==> src/rtl/crc_append_ctrl.sv <==
// Frame sequencer that forwards a valid/ready stream, then appends the frame CRC as extra beats.
// Optional build macro CRC_APPEND_FRAME_CNT_EN adds the frame_cnt_o completed-frame counter.

module crc_calc #(
    parameter logic [63:0] POLY       = 64'h8005,
    parameter int unsigned CRC_SIZE   = 16,
    parameter int unsigned DATA_WIDTH = 8,
    parameter logic [63:0] INIT       = 64'h0000,
    parameter string       REF_IN     = "TRUE",
    parameter string       REF_OUT    = "TRUE",
    parameter logic [63:0] XOR_OUT    = 64'hffff
) (
    input  logic                  clk_i,
    input  logic                  rst_i,
    input  logic                  soft_reset_i,
    input  logic                  valid_i,
    input  logic [DATA_WIDTH-1:0] data_i,
    output logic [CRC_SIZE-1:0]   crc_o
);

    localparam logic [CRC_SIZE-1:0] Poly   = POLY[CRC_SIZE-1:0];
    localparam logic [CRC_SIZE-1:0] Init   = INIT[CRC_SIZE-1:0];
    localparam logic [CRC_SIZE-1:0] XorOut = XOR_OUT[CRC_SIZE-1:0];
    localparam bit                  RefIn  = (REF_IN == "TRUE");
    localparam bit                  RefOut = (REF_OUT == "TRUE");

    // MSB-first shift register; reflected input is handled by feeding data LSB first.
    function automatic logic [CRC_SIZE-1:0] crc_step(input logic [CRC_SIZE-1:0] c,
                                                     input logic [DATA_WIDTH-1:0] d);
        logic [CRC_SIZE-1:0]   r;
        logic [DATA_WIDTH-1:0] dr;
        logic                  fb;
        r = c;
        for (int i = 0; i < int'(DATA_WIDTH); i++) begin
            dr[i] = d[DATA_WIDTH-1-i];
        end
        if (RefIn) begin
            dr = d;
        end
        for (int i = 0; i < int'(DATA_WIDTH); i++) begin
            fb = r[CRC_SIZE-1] ^ dr[0];
            dr = dr >> 1;
            r  = (r << 1) ^ (fb ? Poly : '0);
        end
        return r;
    endfunction

    function automatic logic [CRC_SIZE-1:0] crc_final(input logic [CRC_SIZE-1:0] c);
        logic [CRC_SIZE-1:0] r;
        for (int i = 0; i < int'(CRC_SIZE); i++) begin
            r[i] = c[CRC_SIZE-1-i];
        end
        if (!RefOut) begin
            r = c;
        end
        return r ^ XorOut;
    endfunction

    logic [CRC_SIZE-1:0] state_q;
    logic [CRC_SIZE-1:0] state_d;

    always_comb begin
        state_d = state_q;
        if (soft_reset_i) begin
            state_d = Init;
        end else if (valid_i) begin
            state_d = crc_step(state_q, data_i);
        end
    end

    // crc_o is registered from the next state so it is final the cycle after the last beat.
    always_ff @(posedge clk_i or posedge rst_i) begin
        if (rst_i) begin
            state_q <= Init;
            crc_o   <= crc_final(Init);
        end else begin
            state_q <= state_d;
            crc_o   <= crc_final(state_d);
        end
    end

endmodule

module crc_append_ctrl #(
    parameter logic [63:0] POLY       = 64'h8005,
    parameter int unsigned CRC_SIZE   = 16,
    parameter int unsigned DATA_WIDTH = 8,
    parameter logic [63:0] INIT       = 64'h0000,
    parameter string       REF_IN     = "TRUE",
    parameter string       REF_OUT    = "TRUE",
    parameter logic [63:0] XOR_OUT    = 64'hffff
) (
    input  logic                  clk_i,
    input  logic                  rst_i,
    input  logic                  s_valid_i,
    output logic                  s_ready_o,
    input  logic [DATA_WIDTH-1:0] s_data_i,
    input  logic                  s_last_i,
    output logic                  m_valid_o,
    input  logic                  m_ready_i,
    output logic [DATA_WIDTH-1:0] m_data_o,
    output logic                  m_last_o,
    output logic                  busy_o
`ifdef CRC_APPEND_FRAME_CNT_EN
    ,
    output logic [15:0]           frame_cnt_o
`endif
);

    localparam int unsigned     NumWords = CRC_SIZE / DATA_WIDTH;
    localparam int unsigned     IdxW     = (NumWords > 1) ? $clog2(NumWords) : 1;
    localparam logic [IdxW-1:0] LastIdx  = IdxW'(NumWords - 1);

    typedef enum logic [1:0] {
        StPass,
        StWait,
        StAppend,
        StClear
    } state_e;

    state_e                state_q, state_d;
    logic [IdxW-1:0]       idx_q, idx_d;
    logic [CRC_SIZE-1:0]   crc_q, crc_d;
    logic                  busy_q, busy_d;
    logic                  m_valid_q, m_valid_d;
    logic [DATA_WIDTH-1:0] m_data_q, m_data_d;
    logic                  m_last_q, m_last_d;
    logic                  out_free;
    logic                  calc_valid;
    logic                  calc_soft_reset;
    logic [CRC_SIZE-1:0]   calc_crc;

    crc_calc #(
        .POLY       (POLY),
        .CRC_SIZE   (CRC_SIZE),
        .DATA_WIDTH (DATA_WIDTH),
        .INIT       (INIT),
        .REF_IN     (REF_IN),
        .REF_OUT    (REF_OUT),
        .XOR_OUT    (XOR_OUT)
    ) u_crc_calc (
        .clk_i        (clk_i),
        .rst_i        (rst_i),
        .soft_reset_i (calc_soft_reset),
        .valid_i      (calc_valid),
        .data_i       (s_data_i),
        .crc_o        (calc_crc)
    );

    assign out_free = ~m_valid_q | m_ready_i;

    always_comb begin
        state_d         = state_q;
        idx_d           = idx_q;
        crc_d           = crc_q;
        busy_d          = busy_q;
        m_valid_d       = m_valid_q & ~m_ready_i;
        m_data_d        = m_data_q;
        m_last_d        = m_last_q;
        s_ready_o       = 1'b0;
        calc_valid      = 1'b0;
        calc_soft_reset = 1'b0;

        unique case (state_q)
            StPass: begin
                s_ready_o = out_free;
                if (s_valid_i && out_free) begin
                    m_valid_d  = 1'b1;
                    m_data_d   = s_data_i;
                    m_last_d   = 1'b0;
                    calc_valid = 1'b1;
                    busy_d     = 1'b1;
                    if (s_last_i) begin
                        state_d = StWait;
                    end
                end
            end
            StWait: begin
                crc_d   = calc_crc;
                idx_d   = '0;
                state_d = StAppend;
            end
            StAppend: begin
                // crc_q shifts down one word per load so word 0 is always the next to send.
                if (out_free) begin
                    m_valid_d = 1'b1;
                    m_data_d  = crc_q[DATA_WIDTH-1:0];
                    m_last_d  = (idx_q == LastIdx);
                    crc_d     = crc_q >> DATA_WIDTH;
                    if (idx_q == LastIdx) begin
                        idx_d   = '0;
                        state_d = StClear;
                    end else begin
                        idx_d = idx_q + 1'b1;
                    end
                end
            end
            StClear: begin
                calc_soft_reset = 1'b1;
                busy_d          = 1'b0;
                state_d         = StPass;
            end
            default: begin
                state_d = StPass;
            end
        endcase
    end

    always_ff @(posedge clk_i or posedge rst_i) begin
        if (rst_i) begin
            state_q   <= StPass;
            idx_q     <= '0;
            crc_q     <= '0;
            busy_q    <= 1'b0;
            m_valid_q <= 1'b0;
            m_data_q  <= '0;
            m_last_q  <= 1'b0;
        end else begin
            state_q   <= state_d;
            idx_q     <= idx_d;
            crc_q     <= crc_d;
            busy_q    <= busy_d;
            m_valid_q <= m_valid_d;
            m_data_q  <= m_data_d;
            m_last_q  <= m_last_d;
        end
    end

    assign m_valid_o = m_valid_q;
    assign m_data_o  = m_data_q;
    assign m_last_o  = m_last_q;
    assign busy_o    = busy_q;

`ifdef CRC_APPEND_FRAME_CNT_EN
    logic [15:0] frame_cnt_q;

    always_ff @(posedge clk_i or posedge rst_i) begin
        if (rst_i) begin
            frame_cnt_q <= 16'h0000;
        end else if (m_valid_q && m_ready_i && m_last_q) begin
            frame_cnt_q <= frame_cnt_q + 16'd1;
        end
    end

    assign frame_cnt_o = frame_cnt_q;
`endif

endmodule

==> config.mk <==
export PLATFORM = sky130hd
export DESIGN_NAME = crc_append_ctrl
export DESIGN_NICKNAME = d
export VERILOG_FILES = /design/src/rtl/crc_append_ctrl.sv
export SDC_FILE = /design/constraint.sdc
export NUM_CORES = 1
export LEC_CHECK = 0
export ABC_AREA = 1
export ABC_CLOCK_PERIOD_IN_PS = 1900
export BUFFER_PORTS_ARGS = -buffer_cell sky130_fd_sc_hd__buf_4
export CAP_MARGIN = 20
export CORE_UTILIZATION = 59
export CTS_BUF_LIST = sky130_fd_sc_hd__clkbuf_4 sky130_fd_sc_hd__clkbuf_8 sky130_fd_sc_hd__clkbuf_16
export CTS_CLUSTER_DIAMETER = 100
export DETAILED_ROUTE_END_ITERATION = 16
export PLACE_DENSITY = 0.75
export SLEW_MARGIN = 20
export SYNTH_ARGS = -nofsm -noshare
export SYNTH_HDL_FRONTEND = slang
export SYNTH_SLANG_ARGS = --single-unit
==> constraint.sdc <==
create_clock -name clk_i -period 1.9 [get_ports clk_i]
set_input_delay 0.285 -clock clk_i [delete_from_list [all_inputs] [get_ports clk_i]]
set_output_delay 0.285 -clock clk_i [all_outputs]
set_load 0.005 [all_outputs]
== Word level (Yosys, flattened, before mapping) ==
Cells that the tools add are included.
Operators by class
  bitwise gates (word level): 21
  equality and inequality tests: 7
  add/subtract/negate cells: 1
  reduce and logical (&&, ||, !) cells: 9
  muxes and demuxes: 37
Operators by type and width (number)
  2-to-1 mux 16 bit: 11
  XOR 16 bit: 8
  2-to-1 mux 8 bit: 4
  one-hot mux 16 bit (2 select lines): 1
  NOT 16 bit: 1
  one-hot mux 8 bit (2 select lines): 1
  2-to-1 mux 1 bit: 11
  2-to-1 mux 2 bit: 4
  != test 2 bit, second input constant: 4
  one-hot mux 1 bit (2 select lines): 4
  one-hot mux 2 bit (4 select lines): 1
  XOR 1 bit: 8
  nonzero test 2 bit: 3
  equality test 2 bit, second input constant: 2
  AND reduction 2 bit: 2
  AND reduction 4 bit: 1
  AND reduction 3 bit: 1
  equality test 2 x 1 -> 1 bit, second input constant: 1
  zero test 2 bit: 1
  NOT 1 bit: 2
  adder 1 bit, second input constant: 1
  bitwise AND 1 bit: 1
  logical AND 1 bit: 1
  bitwise OR 1 bit: 1
Word-level totals
  logic and storage cells: 84
  flip-flop bits (word level): 62

== Depth between registers and ports, before layout ==
Gate-level depths: netlist of run 1.
  depth after elaboration: 34
  mapped depth: 17
  mapped depth without buffers: 17

== By module ==
From an unflattened synthesis of run 1, not the netlist that was laid out.
Second synthesis, totals
  cells, all modules: 361
  area, all modules: 3089.2 sq um
By module, submodules not included
  crc_calc: times used 1, cells each 176, area each 1566.5 sq um
  crc_append_ctrl: times used 1, cells each 185, area each 1522.7 sq um

== Least setup slack after synthesis of run 1 ==
Ideal clock, no wire load.
  path type: flip-flop to flip-flop
  start: reg state_q[0]
  end: reg idx_q
  data arrival time: 1.645 ns
  cell stages (with the launch flop): 11
  buffers on the path: 2
  data required time: 1.774 ns
  setup slack: 0.129 ns
  period minus slack after synthesis: 1.771 ns
  setup time: 0.126 ns
  cells stage by stage: dfrtp_1 > inv_1 > ha_1 > buf_2 > inv_1 > buf_2 > nand2_1 > o21ai_2 > clkinv_1 > nand2_1 > o21ai_0
Between the ends
  word-level cells in the longest chain between the ends: 3
  elaborated cells on any way between the ends: 6
  classes of those cells: eq/ne (3); mux (1); reduce/logical (2)
Ends and longest elaborated chain
  from (decl): line 121  | state_e state_q, state_d;
  from (signal assigned): line 211  | state_q <= StPass;
  from (signal assigned): line 219  | state_q <= state_d;
  equality test 2 bit / equality test 2 x 1 -> 1 bit (equally long branches): line 164  | unique case (state_q)
  != test 2 bit (no line) / nonzero test 2 bit (equally long branches)
  AND reduction 2 bit (no line)
  to (signal assigned): line 220  | idx_q <= idx_d;
  to (decl): line 122  | logic [IdxW-1:0] idx_q, idx_d;
Parallel ways exist; a longest one is shown, timed or not.
A chain may end at the register's enable or synchronous reset.

== Worst setup path in the final report of run 1 ==
  start: reg u_crc_calc.state_q[13]
  end: reg u_crc_calc.state_q[15]
Between the ends
  word-level cells in the longest chain between the ends: 22
Ends and longest elaborated chain
  from (decl): line 59  | logic [CRC_SIZE-1:0] state_q;
  from (signal assigned): line 74  | state_q <= Init;
  from (signal assigned): line 77  | state_q <= state_d;
  XOR 16 bit (2 in a row): line 43  | r = (r << 1) ^ (fb ? Poly : '0);
  XOR 1 bit: line 41  | fb = r[CRC_SIZE-1] ^ dr[0];
  2-to-1 mux 16 bit: line 43
  XOR 16 bit: line 43
  XOR 1 bit: line 41
  2-to-1 mux 16 bit: line 43
  XOR 16 bit: line 43
  XOR 1 bit: line 41
  [... 6 more ...]
  2-to-1 mux 16 bit: line 43
  XOR 16 bit: line 43
  XOR 1 bit: line 41
  2-to-1 mux 16 bit: line 43
  XOR 16 bit: line 43
  2-to-1 mux 16 bit: line 66  | end else if (valid_i) begin
  2-to-1 mux 16 bit: line 64  | if (soft_reset_i) begin
  via u_crc_calc.state_d[15]: line 60  | logic [CRC_SIZE-1:0] state_d;
The timed path passes the listed nets, and every way through them passes these cells.

==> Implementation_results.wiki, run 1 <==
{| class="wikitable"
! Metric !! Value
|-
| Run status || complete, but fails checks
|-
| Violations in the final reports || negative hold slack
|-
| Hold Path Class || input pin to asynchronous set/reset pin
|-
| Number of pins exceeding their max-slew limit in the final report || 0
|-
| Count of vias placed by the detailed router || 2,117
|-
| Crit path max fanout || 3
|-
| Count of final hold-check violations || 6
|-
| IO buf count || 24
|-
| Routed wire length || 5.58 mm
|-
| Xor/xnor share of the synthesized area || between 3 and 4%
|-
| Area used by multi-input combinational logic || 1100 um^2
|-
| Maximum root-to-sink buffer count || 2
|-
| Met2 routed WL || 2.61 mm
|-
| Share of synthesized area occupied by flip-flops and latches || 54.9%
|-
| Actual transition at the worst max-transition pin || 401 ps
|-
| Area of the core || 4500 um^2
|-
| Post-detailed-placement half-perimeter wirelength || 4.02 mm
|-
| Root Driver || clkbuf_8
|-
| Wire per inst || 13.7 um
|-
| Most frequent cell on the critical path || nand2_2
|-
| Gate count after technology mapping || roughly 320
|-
| H-Tree Depth || 3
|-
| Final ANT Viol Nets || 0
|-
| Time the final worst path needs with I/O delays and setup || ~1800 ps
|-
| Worst Hold Slack || -0.699 ps
|-
| Final weighted congestion of routability-driven global placement || ~0.85
|-
| Required time of the critical path || 2140 ps
|-
| Clock latency at the later pin of the worst-skew pair || roughly 340 ps
|-
| Number of placement rows || 24
|-
| Pre-CTS setup slack || 138 ps
|-
| Synth cell types || 29
|-
| Number of global-route vias before repair || 2,031
|-
| Warnings from Yosys || 0
|-
| Largest net degree at the start of global routing || 63
|-
| Synthesized area per cell || approximately 9.0 um^2
|-
| Remaining DRCs || 0
|-
| Worst setup slack after layout || 145 ps
|-
| Vertical die dimension || ~72 um
|-
| Worst stage delay on the critical path || 390 ps
|-
| Reg area || 1570 um^2
|-
| Complex-gate fraction of the synthesized area || 8.62%
|-
| Highest routed metal layer || met4
|-
| Fraction of the mapped netlist area in simple logic gates || 24.2%
|-
| Fraction of the mapped netlist area in adder cells || 1.75%
|-
| RSZ-0062 raised after global routing || true
|-
| Total track usage || approximately 25%
|-
| Number of hold buffers added after CTS || 0
|-
| Maximum operating frequency || 570 MHz
|-
| Die X-Extent || approximately 72 um
|-
| Worst flop-to-flop path endpoint || u_crc_calc.state_q[15]$_DFF_PP0_
|-
| Arrival time at the worst endpoint || between 1500 and 2000 ps
|-
| Setup clock skew after layout || 5.77 ps
|-
| Period Utilization, post-route || 92.4%
|-
| Kind of end point of the critical path || flop
|-
| CP delay by family, top || simple AND/OR/NAND/NOR gates
|-
| Clock-pin slew of the registers on the worst-case setup and hold paths || 70 ps
|-
| Worst slew slack as a fraction of its limit || 73.1%
|-
| Total CTS buffers || 9
|-
| Critical Path Slowest Stage Cell || dfrtp_1
|-
| Peak supply drop || 0.00110 V
|-
| First-pass GRT wire length || 9.48 mm
|-
| NumNets Final || 367
|-
| Power per cell area || between 1500 and 2000 nW/um^2
|-
| Startpoint kind of the worst setup timing path || flop
|-
| Number of buffers inserted by post-CTS setup repair || 0
|-
| Multiplexer share of the synthesized area || 0%
|-
| Diodes inserted || 0
|-
| Length of routed met3 wiring || 232 um
|-
| Fin Setup TNS || 0 ps
|-
| IO Count || 25
|-
| Share of post-route cells with drive strength above 1 || 29.9%
|-
| Clock tree from TritonCTS || built
|-
| Max-cap violations || 0
|-
| Number of nets produced by synthesis || 335
|-
| FILL cells || 336
|-
| M1 wire length || 2.65 mm
|-
| Die ar. || 5130 um^2
|-
| Overflow left after global routing || 0
|-
| Cells traversed along the worst timing path || inv_2 -> nand2_1 -> nand2_2 -> nand2_2 -> nand2_1 -> nand2_2 -> nand2_2 -> nand2_1 -> nand3_2 -> nand2_2 -> nand2_2 -> nand2_2 -> nand2_1 -> nand3_2 -> nand3_2 -> nand2_2 -> inv_2
|-
| Leakage power total || 1.74 nW
|-
| Path type of the worst setup path || flop to flop
|-
| Setup violation total in the final timing report || 0
|-
| Clk sinks || 62
|-
| Largest family of logic cells by synthesized area || simple AND/OR/NAND/NOR gates
|-
| First-pass iteration count of the detailed router || 4
|-
| Drt via density || 5.20
|-
| Initial DRC Count || around 130
|-
| Synthesis-to-finish area growth || 17.0%
|-
| Launching point of the worst reg2reg path || u_crc_calc.state_q[13]$_DFF_PP0_
|-
| Seq cells post-synth || 62
|-
| Slack of the worst reg-to-reg path || approximately 150 ps
|-
| Initial standard-cell utilization of the core || 63.5%
|-
| Summed instance area of the synthesized netlist || 2860 um^2
|-
| Number of cells traversed by the worst register-to-register path || 17
|-
| Buf+Inv Stages, Crit Path || 2
|-
| Initial antenna violation count || 0
|}
-- cells by family (layout without fill, tap and decap cells) --
kind of cell / after synthesis / after routing
simple gates: 153 / 153
fa+ha+maj: 4 / 4
compound gates: 39 / 39
flops: 62 / 62
buf+inv: 50 / 87
xor+xnor: 10 / 10
-- metrics by stage --
step / power (W) / instance area (um^2) / utilization [%] / std cells
detailed placement: 0.00480 / 3120 / 69.4 / 391
floorplan: 0.00406 / 2860 / - / 318
finish: 0.00601 / 3350 / 74.3 / 407
global placement: 0.00470 / 3120 / 69.4 / 391
global route: 0.00651 / 3350 / 74.3 / 407
CTS: 0.00602 / 3330 / 74.0 / 407
-- area by class of cell --
cell class                 count  share of cell area, %
timing repair buffer          33                   7.78
clock inverter                 3                   1.27
multi-input combinational    206                   32.8
clock buffer                  13                   4.97
tap                           52                   1.94
sequential                    62                   47.0
inverter                      38                   4.26
-- cell usage after synthesis --
| cell | n | area share (%) |
|---|---|---|
| a21oi_1 | 5 | 0.87 |
| a21oi_2 | 1 | 0.31 |
| a22oi_1 | 1 | 0.26 |
| a2bb2oi_1 | 1 | 0.31 |
| a31oi_1 | 16 | 3.5 |
| buf_1 | 1 | 0.13 |
| buf_2 | 5 | 0.87 |
| clkbuf_1 | 5 | 0.66 |
| clkbuf_8 | 1 | 0.48 |
| clkinv_1 | 1 | 0.13 |
| dfrtp_1 | 46 | 40 |
| dfstp_2 | 16 | 15 |
| ha_1 | 4 | 1.7 |
| inv_1 | 32 | 4.2 |
| inv_2 | 5 | 0.66 |
| nand2_1 | 80 | 10 |
| nand2_2 | 8 | 1.7 |
| nand3_1 | 25 | 4.4 |
| nand3_2 | 6 | 2.1 |
| nor2_1 | 22 | 2.9 |
| o211ai_1 | 5 | 1.3 |
| o21a_1 | 2 | 0.52 |
| o21ai_0 | 7 | 1.2 |
| o21ai_2 | 1 | 0.31 |
| or2_1 | 1 | 0.22 |
| or2_2 | 11 | 2.4 |
| xnor2_1 | 4 | 1.2 |
| xor2_1 | 5 | 1.5 |
| xor2_2 | 1 | 0.57 |
-- routing by layer --
metal	GRT usage, %	up-vias
met2	38.6	36
met1	33.8	994
li1	-	1078
met4	9.15	0
met3	9.28	9
met5	0	-
-- how the worst max path moves through the flow --
stage | to | depth (start not counted) | from | slack, ps
after global routing | u_crc_calc.state_q[15]$_DFF_PP0_ | 17 | u_crc_calc.state_q[14]$_DFF_PP0_ | -20
after CTS | u_crc_calc.state_q[15]$_DFF_PP0_ | 16 | u_crc_calc.state_q[13]$_DFF_PP0_ | 110
after detailed placement | m_last_o$_DFFE_PP0P_ | 8 | state_q[0]$_DFFE_PP0P_ | 140
after floorplan | busy_o$_DFFE_PP0P_ | 1 | rst_i | 100
final | u_crc_calc.state_q[15]$_DFF_PP0_ | 17 | u_crc_calc.state_q[13]$_DFF_PP0_ | 150
after global placement | m_data_o[0]$_DFFE_PP0P_ | 8 | state_q[0]$_DFFE_PP0P_ | 200
-- placed cells by master, fill, tap and decap left out --
master       n
a31oi_1     16
xor2_2       1
nand3_1     23
inv_1       27
a21oi_2      1
nand3_2      8
clkbuf_8    11
nand2_1     79
o21ai_2      1
or2_1        1
clkbuf_4     2
bufinv_16    1
a2bb2oi_1    1
xnor2_1      4
or2_2       11
clkinv_2     1
buf_4       32
dfrtp_1     46
buf_12       1
inv_2       10
ha_1         4
a21oi_1      5
dfstp_2     16
a22oi_1      1
nand2_2      9
o211ai_1     5
o21ai_0      7
clkinvlp_4   1
o21a_1       2
xor2_1       5
nor2_1      22
clkinv_1     1
-- sequential cells by signal (all words and copies together) (netlist names) --
name,cells
crc_q,16
u_crc_calc.crc_o,16
u_crc_calc.state_q,16
m_data_o,8
state_q,2
busy_o,1
idx_q,1
m_last_o,1
m_valid_o,1
-- where the power goes --
| group | internal (W) | total (W) | switching [W] |
|---|---|---|---|
| registers | 0.00194 | 0.00221 | 0.000267 |
| clock network | 0.000704 | 0.00119 | 0.000490 |
| logic | 0.00105 | 0.00261 | 0.00156 |
-- worst reg2reg max path, cell delays in order, from the launching register on --
cell and delay, ps:
dfrtp_1 390, inv_2 60, nand2_1 80, nand2_2 80, nand2_2 90, nand2_1 70
nand2_2 80, nand2_2 70, nand2_1 80, nand3_2 90, nand2_2 110, nand2_2 80
nand2_2 90, nand2_1 60, nand3_2 60, nand3_2 70, nand2_2 70, inv_2 30
-- repair_timing --
action / in CTS / in global routing
setup endpoints to repair: 0 / 15
endpoints found under the hold margin: 0 / 0
resized for setup: 0 / 7
No activity file was read; power rests on OpenSTA's default activity.
==> inputs of run 2 (changes only) <==
--- a/config.mk
+++ b/config.mk
@@ -6,14 +6,14 @@
 export NUM_CORES = 1
 export LEC_CHECK = 0
 export ABC_AREA = 1
-export ABC_CLOCK_PERIOD_IN_PS = 1900
+export ABC_CLOCK_PERIOD_IN_PS = 1500
 export BUFFER_PORTS_ARGS = -buffer_cell sky130_fd_sc_hd__buf_4
 export CAP_MARGIN = 20
-export CORE_UTILIZATION = 59
+export CORE_UTILIZATION = 53
 export CTS_BUF_LIST = sky130_fd_sc_hd__clkbuf_4 sky130_fd_sc_hd__clkbuf_8 sky130_fd_sc_hd__clkbuf_16
 export CTS_CLUSTER_DIAMETER = 100
 export DETAILED_ROUTE_END_ITERATION = 16
-export PLACE_DENSITY = 0.75
+export PLACE_DENSITY = 0.71
 export SLEW_MARGIN = 20
 export SYNTH_ARGS = -nofsm -noshare
 export SYNTH_HDL_FRONTEND = slang
==> constraint.sdc (replaced) <==
create_clock -name clk_i -period 1.5 [get_ports clk_i]
set_input_delay 0.225 -clock clk_i [delete_from_list [all_inputs] [get_ports clk_i]]
set_output_delay 0.225 -clock clk_i [all_outputs]
set_load 0.005 [all_outputs]
==> run 2 against run 1 <==
  * The run ends with negative setup slack left
  * Register-to-register slack got worse by 440 ps
  * Die area rose by 11%
  * Critical path type unchanged
  * First-iteration DRC count rose by 44%
  * Total power rose by 62%
  * Combinational power rose by 110%
  * Routed wire length rose by 40%
  * Clock power rose by 29%
  * Largest power group unchanged
  * Final cell count rose by 16%
  * Worst hold slack improved by 180 ps
  * Highest routed layer unchanged
  * Via count rose by 17%
  * Critical path depth fell by 2
==> Implementation_results.wiki, run 2 (synthesis gave the netlist of run 1 again) <==
{| class="wikitable"
! Metric !! Value
|-
| Hold Path Class || input pin to flop (was input pin to asynchronous set/reset pin)
|-
| Root Driver || clkbuf_8 (unchanged)
|-
| Peak supply drop || 0.00121 V (was 0.00110 V)
|-
| First-pass iteration count of the detailed router || 4 (unchanged)
|-
| IO buf count || 24 (unchanged)
|-
| Worst Hold Slack || 175 ps (was -0.699 ps)
|-
| Number of global-route vias before repair || 2,252 (was 2,031)
|-
| Final weighted congestion of routability-driven global placement || 0.787 (was 0.851)
|-
| Clock tree from TritonCTS || built (unchanged)
|-
| Max-cap violations || 0 (unchanged)
|-
| Synthesis-to-finish area growth || 44.0% (was 17.0%)
|-
| Worst setup slack after layout || -292 ps (was 145 ps)
|-
| Clock latency at the later pin of the worst-skew pair || 340 ps (about the same)
|-
| Largest net degree at the start of global routing || 29 (was 63)
|-
| Power per cell area || 2370 nW/um^2 (was 1800 nW/um^2)
|-
| Total track usage || 26.0% (was 25.4%)
|-
| Post-place instance area || 3370 um^2 (was 3120 um^2)
|-
| Number of pins exceeding their max-slew limit in the final report || 0 (unchanged)
|-
| Setup clock skew after layout || 5.92 ps (was 5.77 ps)
|-
| Initial antenna violation count || 0 (unchanged)
|-
| Cell count after placement || 428 (was 391)
|-
| Count of vias placed by the detailed router || 2,477 (was 2,117)
|-
| Kind of end point of the critical path || flop (unchanged)
|-
| Drt via density || 5.26 (was 5.20)
|-
| FILL cells || 309 (was 336)
|-
| Reg area || 1570 um^2 (unchanged)
|-
| Commonest cells after routing, fill and taps aside || nand2_1 (60), buf_4 (60), dfrtp_1 (46) (was nand2_1 (79), dfrtp_1 (46), buf_4 (32))
|-
| Actual transition at the worst max-transition pin || 477 ps (was 401 ps)
|-
| Diodes inserted || 0 (unchanged)
|-
| Count of final hold-check violations || 0 (was 6)
|-
| First-pass GRT wire length || 10.5 mm (was 9.48 mm)
|-
| Time the final worst path needs with I/O delays and setup || 1790 ps (was 1750 ps)
|-
| Maximum root-to-sink buffer count || 2 (unchanged)
|-
| Die X-Extent || 75.5 um (was 71.6 um)
|-
| Wire per inst || 16.6 um (was 13.7 um)
|-
| Crit path max fanout || 3 (unchanged)
|-
| Area used by multi-input combinational logic || 1370 um^2 (was 1100 um^2)
|-
| NumNets Final || 413 (was 367)
|-
| Setup violation total in the final timing report || 30 (was 0)
|-
| Total CTS buffers || 9 (unchanged)
|-
| Routed wire length || 7.81 mm (was 5.58 mm)
|-
| Biggest regs || crc_q (16), u_crc_calc.crc_o (16), u_crc_calc.state_q (16) (unchanged)
|-
| Startpoint kind of the worst setup timing path || flop (unchanged)
|-
| Path type of the worst setup path || flop to flop (unchanged)
|-
| Arrival time at the worst endpoint || 2030 ps (was 1990 ps)
|-
| Worst slew slack as a fraction of its limit || 68.2% (was 73.1%)
|-
| Number of placement rows || 26 (was 24)
|-
| Initial standard-cell utilization of the core || 55.6% (was 63.5%)
|-
| Vertical die dimension || 75.5 um (was 71.6 um)
|-
| RSZ-0062 raised after global routing || true (unchanged)
|-
| Remaining DRCs || 0 (unchanged)
|-
| H-Tree Depth || 3 (unchanged)
|-
| Leakage power total || 2.05 nW (was 1.74 nW)
|-
| Required time of the critical path || 1740 ps (was 2140 ps)
|-
| Clock-pin slew of the registers on the worst-case setup and hold paths || 70 ps (about the same)
|-
| Period Utilization, post-route || 119% (was 92.4%)
|-
| IO Count || 25 (unchanged)
|-
| Fin Setup TNS || -2370 ps (was 0 ps)
|-
| Run status || complete, but fails checks (unchanged)
|-
| Share of post-route cells with drive strength above 1 || 49.9% (was 29.9%)
|-
| Post-detailed-placement half-perimeter wirelength || 4.27 mm (was 4.02 mm)
|-
| Finished Cell Area || 4120 um^2 (was 3350 um^2)
|-
| Final ANT Viol Nets || 0 (unchanged)
|-
| Die ar. || 5690 um^2 (was 5130 um^2)
|-
| Clk sinks || 62 (unchanged)
|-
| Area of the core || 5140 um^2 (was 4500 um^2)
|-
| Maximum operating frequency || 558 MHz (was 570 MHz)
|-
| Violations in the final reports || negative setup slack (was negative hold slack)
|-
| Overflow left after global routing || 0 (unchanged)
|-
| Final cell count without fillers || 471 (was 407)
|-
| Initial DRC Count || 192 (was 133)
|}
==> run 2: critical path, cell delays in order, from the launching register on <==
cell,delay [ps]
dfrtp_1,440
inv_2,80
nand2_2,80
nand2_4,60
nand2_4,70
nand3_2,120
nand3_1,160
nand3_4,120
nand2_4,100
nand2_4,70
nand2_4,80
nand2_4,60
nand3_2,80
nand3_2,70
nand2_2,80
inv_2,30
==> run 2: path summary, 6_finish.rpt <==
path / from / to / slack (ps) / depth (start not counted)
min in group asynchronous: rst_i / crc_q[7]$_DFFE_PP0P_ / 490 / 3
setup reg to reg: u_crc_calc.state_q[13]$_DFF_PP0_ / u_crc_calc.state_q[15]$_DFF_PP0_ / -290 / 15
hold reg to reg: crc_q[15]$_DFFE_PP0P_ / crc_q[15]$_DFFE_PP0P_ / 480 / 2
hold / removal: s_data_i[4] / m_data_o[4]$_DFFE_PP0P_ / 170 / 3
max in group asynchronous: rst_i / u_crc_calc.crc_o[13]$_DFF_PP1_ / 450 / 4
setup / recovery: u_crc_calc.state_q[13]$_DFF_PP0_ / u_crc_calc.state_q[15]$_DFF_PP0_ / -290 / 15
==> run 2: report_power, final <==
part / internal [W] / switching (W)
Clock: 0.000908 / 0.000621
Combinational: 0.00251 / 0.00285
Sequential: 0.00246 / 0.000392
==> run 2: timing repair <==
action / in CTS / in global routing
pin swaps: 10 / 17
hold buffers: 1 / 0
endpoints found under the hold margin: 12 / 0
buffers inserted: 18 / 7
gates cloned: 0 / 1
endpoints found under the setup margin: 22 / 49
resized for setup: 22 / 60
==> run 2: final cells by class <==
cell class | count | share of cell area (%)
inverter | 38 | 4.01
multi-input combinational | 206 | 33.2
clock inverter | 1 | 0.729
clock buffer | 15 | 4.25
sequential | 62 | 38.2
tap | 70 | 2.13
timing repair buffer | 79 | 17.5
==> run 2: per-stage QoR <==
stage               setup slack, ps  util (%)  total power (W)
global placement               -134      65.6          0.00648
CTS                            -210      74.1          0.00867
floorplan                     -51.8         -          0.00538
global route                   -393      80.1           0.0103
finish                         -292      80.1          0.00974
detailed placement             -222      65.6          0.00662
==> run 2: metal layers <==
metal  share of wire [%]  GRT usage [%]  routed length (um)
met1                  40           33.6                3120
met2                  53           42.0                4150
met3                 3.8           4.63                 294
met5                   0              0                   0
met4                 3.1           13.8                 243
==> inputs of run 3 (changes only) <==
--- a/config.mk
+++ b/config.mk
@@ -9,12 +9,13 @@
 export ABC_CLOCK_PERIOD_IN_PS = 1500
 export BUFFER_PORTS_ARGS = -buffer_cell sky130_fd_sc_hd__buf_4
 export CAP_MARGIN = 20
+export CORE_MARGIN = 2
 export CORE_UTILIZATION = 53
 export CTS_BUF_LIST = sky130_fd_sc_hd__clkbuf_4 sky130_fd_sc_hd__clkbuf_8 sky130_fd_sc_hd__clkbuf_16
 export CTS_CLUSTER_DIAMETER = 100
 export DETAILED_ROUTE_END_ITERATION = 16
 export PLACE_DENSITY = 0.71
-export SLEW_MARGIN = 20
+export SLEW_MARGIN = 0
 export SYNTH_ARGS = -nofsm -noshare
 export SYNTH_HDL_FRONTEND = slang
 export SYNTH_SLANG_ARGS = --single-unit
==> run 3 against run 2 <==
  * The flow still finishes with violations (negative setup slack)
  * Clock skew is 0.95 ps higher
  * Maximum frequency shrank 4.1%
  * Register-to-register slack lost 80 ps
  * Clock-buffer cell count is 2 lower
  * Routed wire length grew 10%
  * Sequential power hardly changed
  * Via count increased by 5.2%
  * Largest cell class unchanged
  * Critical path type unchanged
  * Die area rose by 5.4%
  * Critical path depth unchanged
  * Final cell count grew 2.3%
  * Critical endpoint is now u_crc_calc.state_q[5]$_DFF_PP0_
  * Combinational power is 9.1% higher
  * Total power is 3.3% higher
==> Implementation_results.wiki, run 3 (synthesis gave the netlist of run 1 again) <==
{| class="wikitable"
! Metric !! Value
|-
| Initial DRC Count || 170 (was 192)
|-
| Leakage power total || 2.12 nW (was 2.05 nW)
|-
| Kind of end point of the critical path || flop (unchanged)
|-
| Peak supply drop || 0.00134 V (was 0.00121 V)
|-
| Period Utilization, post-route || 125% (was 119%)
|-
| Sequential fraction of design power || 28.4% (was 29.3%)
|-
| Clock-pin slew of the registers on the worst-case setup and hold paths || 70 ps (about the same)
|-
| Die ar. || 6000 um^2 (was 5690 um^2)
|-
| Maximum operating frequency || 535 MHz (was 558 MHz)
|-
| Run status || complete, but fails checks (unchanged)
|-
| Actual transition at the worst max-transition pin || 379 ps (was 477 ps)
|-
| RSZ-0062 raised after global routing || true (unchanged)
|-
| Cells traversed along the worst timing path || inv_2 -> nand2_1 -> nand2_1 -> nand2_2 -> nand2_2 -> nand2_4 -> nand2_4 -> nand2_4 -> nand3_4 -> nand2_4 -> buf_4 -> xnor2_2 -> nand2_1 -> nand3_2 -> inv_1 (was inv_2 -> nand2_2 -> nand2_4 -> nand2_4 -> nand3_2 -> nand3_1 -> nand3_4 -> nand2_4 -> nand2_4 -> nand2_4 -> nand2_4 -> nand3_2 -> nand3_2 -> nand2_2 -> inv_2)
|-
| Drt via density || 5.40 (was 5.26)
|-
| Met3 Usage GRT || 7.09% (was 4.63%)
|-
| Initial standard-cell utilization of the core || 55.3% (was 55.6%)
|-
| Share of post-route cells with drive strength above 1 || 51.5% (was 49.9%)
|-
| Routed wire length || 8.60 mm (was 7.81 mm)
|-
| Count of vias placed by the detailed router || 2,605 (was 2,477)
|-
| Vertical die dimension || 77.5 um (was 75.5 um)
|-
| Setup violation total in the final timing report || 43 (was 30)
|-
| Buf+Inv Stages, Crit Path || 3 (was 2)
|-
| Fin Setup TNS || -3710 ps (was -2370 ps)
|-
| Worst slew slack as a fraction of its limit || 74.7% (was 68.2%)
|-
| Area of the core || 5170 um^2 (was 5140 um^2)
|-
| Root Driver || clkbuf_8 (unchanged)
|-
| Busiest grt layer || met2 (unchanged)
|-
| Number of global-route vias before repair || 2,395 (was 2,252)
|-
| Reg area || 1570 um^2 (unchanged)
|-
| Total track usage || 23.4% (was 26.0%)
|-
| Commonest cells after routing, fill and taps aside || buf_4 (72), nand2_1 (65), dfrtp_1 (46) (was nand2_1 (60), buf_4 (60), dfrtp_1 (46))
|-
| Hold Path Class || input pin to flop (unchanged)
|-
| Share of total power in the clock network || 13.4% (was 15.7%)
|-
| Post-detailed-placement half-perimeter wirelength || 4.21 mm (was 4.27 mm)
|-
| Worst stage delay on the critical path || 410 ps (was 440 ps)
|-
| FILL cells || 274 (was 309)
|-
| First-pass GRT wire length || 10.9 mm (was 10.5 mm)
|-
| Die X-Extent || 77.5 um (was 75.5 um)
|-
| Final cell count without fillers || 482 (was 471)
|-
| Final ANT Viol Nets || 0 (unchanged)
|-
| Maximum root-to-sink buffer count || 2 (unchanged)
|-
| Most frequent cell on the critical path || nand2_4 (unchanged)
|-
| Power per cell area || 2380 nW/um^2 (was 2370 nW/um^2)
|-
| Number of pins exceeding their max-slew limit in the final report || 0 (unchanged)
|-
| Psw || 0.00412 W (was 0.00386 W)
|-
| Setup clock skew after layout || 6.88 ps (was 5.92 ps)
|-
| IO Count || 25 (unchanged)
|-
| Cell internal power dissipation || 0.00594 W (was 0.00588 W)
|-
| Biggest regs || crc_q (16), u_crc_calc.crc_o (16), u_crc_calc.state_q (16) (unchanged)
|-
| Overflow left after global routing || 0 (unchanged)
|-
| Synthesis-to-finish area growth || 48.1% (was 44.0%)
|-
| Initial antenna violation count || 0 (unchanged)
|-
| Required time of the critical path || 1730 ps (was 1740 ps)
|-
| Number of placement rows || 26 (unchanged)
|-
| Diodes inserted || 0 (unchanged)
|-
| Wire per inst || 17.8 um (was 16.6 um)
|-
| Time the final worst path needs with I/O delays and setup || 1870 ps (was 1790 ps)
|-
| Max-cap violations || 0 (unchanged)
|-
| Startpoint kind of the worst setup timing path || flop (unchanged)
|-
| Crit path max fanout || 3 (unchanged)
|-
| Count of final hold-check violations || 0 (unchanged)
|-
| Critical Path Slowest Stage Cell || dfrtp_1 (unchanged)
|-
| Violations in the final reports || negative setup slack (unchanged)
|-
| Final weighted congestion of routability-driven global placement || 0.842 (was 0.787)
|-
| Cell count after placement || 432 (was 428)
|-
| Met2 capacity usage during global routing || 38.3% (was 42.0%)
|-
| Clock latency at the later pin of the worst-skew pair || 340 ps (about the same)
|-
| First-pass iteration count of the detailed router || 5 (was 4)
|-
| Clk sinks || 62 (unchanged)
|-
| CP delay by family, top || simple AND/OR/NAND/NOR gates (unchanged)
|-
| Clock tree from TritonCTS || built (unchanged)
|-
| Total CTS buffers || 9 (unchanged)
|-
| IO buf count || 24 (unchanged)
|-
| Arrival time at the worst endpoint || 2100 ps (was 2030 ps)
|-
| Remaining DRCs || 0 (unchanged)
|-
| Pre-CTS setup slack || -189 ps (was -222 ps)
|-
| Relative contribution of combinational cells to total power || 58.2% (was 55.0%)
|-
| GR Util met1 || 29.7% (was 33.6%)
|-
| Net switching share of the total power || 40.9% (was 39.6%)
|-
| Largest net degree at the start of global routing || 63 (was 29)
|-
| Worst setup slack after layout || -369 ps (was -292 ps)
|-
| Path type of the worst setup path || flop to flop (unchanged)
|-
| NumNets Final || 424 (was 413)
|-
| Most common library cell in the layout ignoring fill and taps || buf_4
|-
| Area used by multi-input combinational logic || 1410 um^2 (was 1370 um^2)
|-
| H-Tree Depth || 3 (unchanged)
|}
run 3: cell count changes in the layout (fill, tap and decap cells not counted), sizes merged:
cell,delta
buf,+9
inv,+1
bufinv,-1
clkbuf,-1
clkinv,+4
clkinvlp,-1
run 3: stage by stage:
step	cell area, um^2	util, %	hold WS [ps]	total power, W
after detailed placement	3410	66.0	340	0.00672
after floorplan	2930	-	338	0.00538
after global placement	3410	66.0	334	0.00658
final	4240	81.9	177	0.0101
after global routing	4240	81.9	192	0.0107
after CTS	3820	73.8	169	0.00861
run 3: timing repair:
| item | in CTS | in global routing |
|---|---|---|
| hold buffers | 1 | 0 |
| setup endpoints to repair | 28 | 50 |
| resized for setup | 24 | 60 |
| endpoints found under the hold margin | 46 | 0 |
| pin swaps | 11 | 22 |
| setup buffers | 17 | 15 |
| gates cloned | 0 | 4 |
run 3: worst min-delay path: cells and delay by family:
kind | cells | cell delay [ps]
compound gates | 1 | 70
buf+inv | 1 | 130
simple gates | 1 | 60
run 3: final cells by class:
type | count | share of cell area, %
Multi-Input combinational cell | 206 | 33.4
Timing Repair inverter | 1 | 0.118
Inverter | 38 | 3.81
Sequential cell | 62 | 37.1
Timing Repair Buffer | 89 | 19.1
Tap cell | 70 | 2.07
Clock buffer | 13 | 3.93
Clock inverter | 3 | 0.443
run 3: final timing paths:
check                                                  from                              end  slack [ps]  depth (start not counted)
max reg2reg                u_crc_calc.state_q[14]$_DFF_PP0_  u_crc_calc.state_q[5]$_DFF_PP0_        -370                         15
min                                             s_data_i[3]          m_data_o[3]$_DFFE_PP0P_         180                          3
max                        u_crc_calc.state_q[14]$_DFF_PP0_  u_crc_calc.state_q[5]$_DFF_PP0_        -370                         15
min in group asynchronous                             rst_i          m_data_o[1]$_DFFE_PP0P_         530                          4
min reg2reg                 u_crc_calc.state_q[3]$_DFF_PP0_    u_crc_calc.crc_o[4]$_DFF_PP1_         470                          1
max in group asynchronous                             rst_i   u_crc_calc.crc_o[14]$_DFF_PP1_         660                          4
run 3: per-layer routing:
layer	vias up	wire [um]
met1	1285	3210
li1	1185	-
met3	27	490
met2	108	4600
met4	0	295
met5	-	0
run 3: power groups by stage:
stage          combinational (W)  sequential [W]  clock [W]
6_report                 0.00585         0.00286    0.00135
5_1_grt                  0.00629         0.00292    0.00144
4_1_cts                  0.00444         0.00279    0.00137
3_5_place_dp             0.00390         0.00282          0
3_3_place_gp             0.00379         0.00278          0
2_1_floorplan            0.00263         0.00275          0
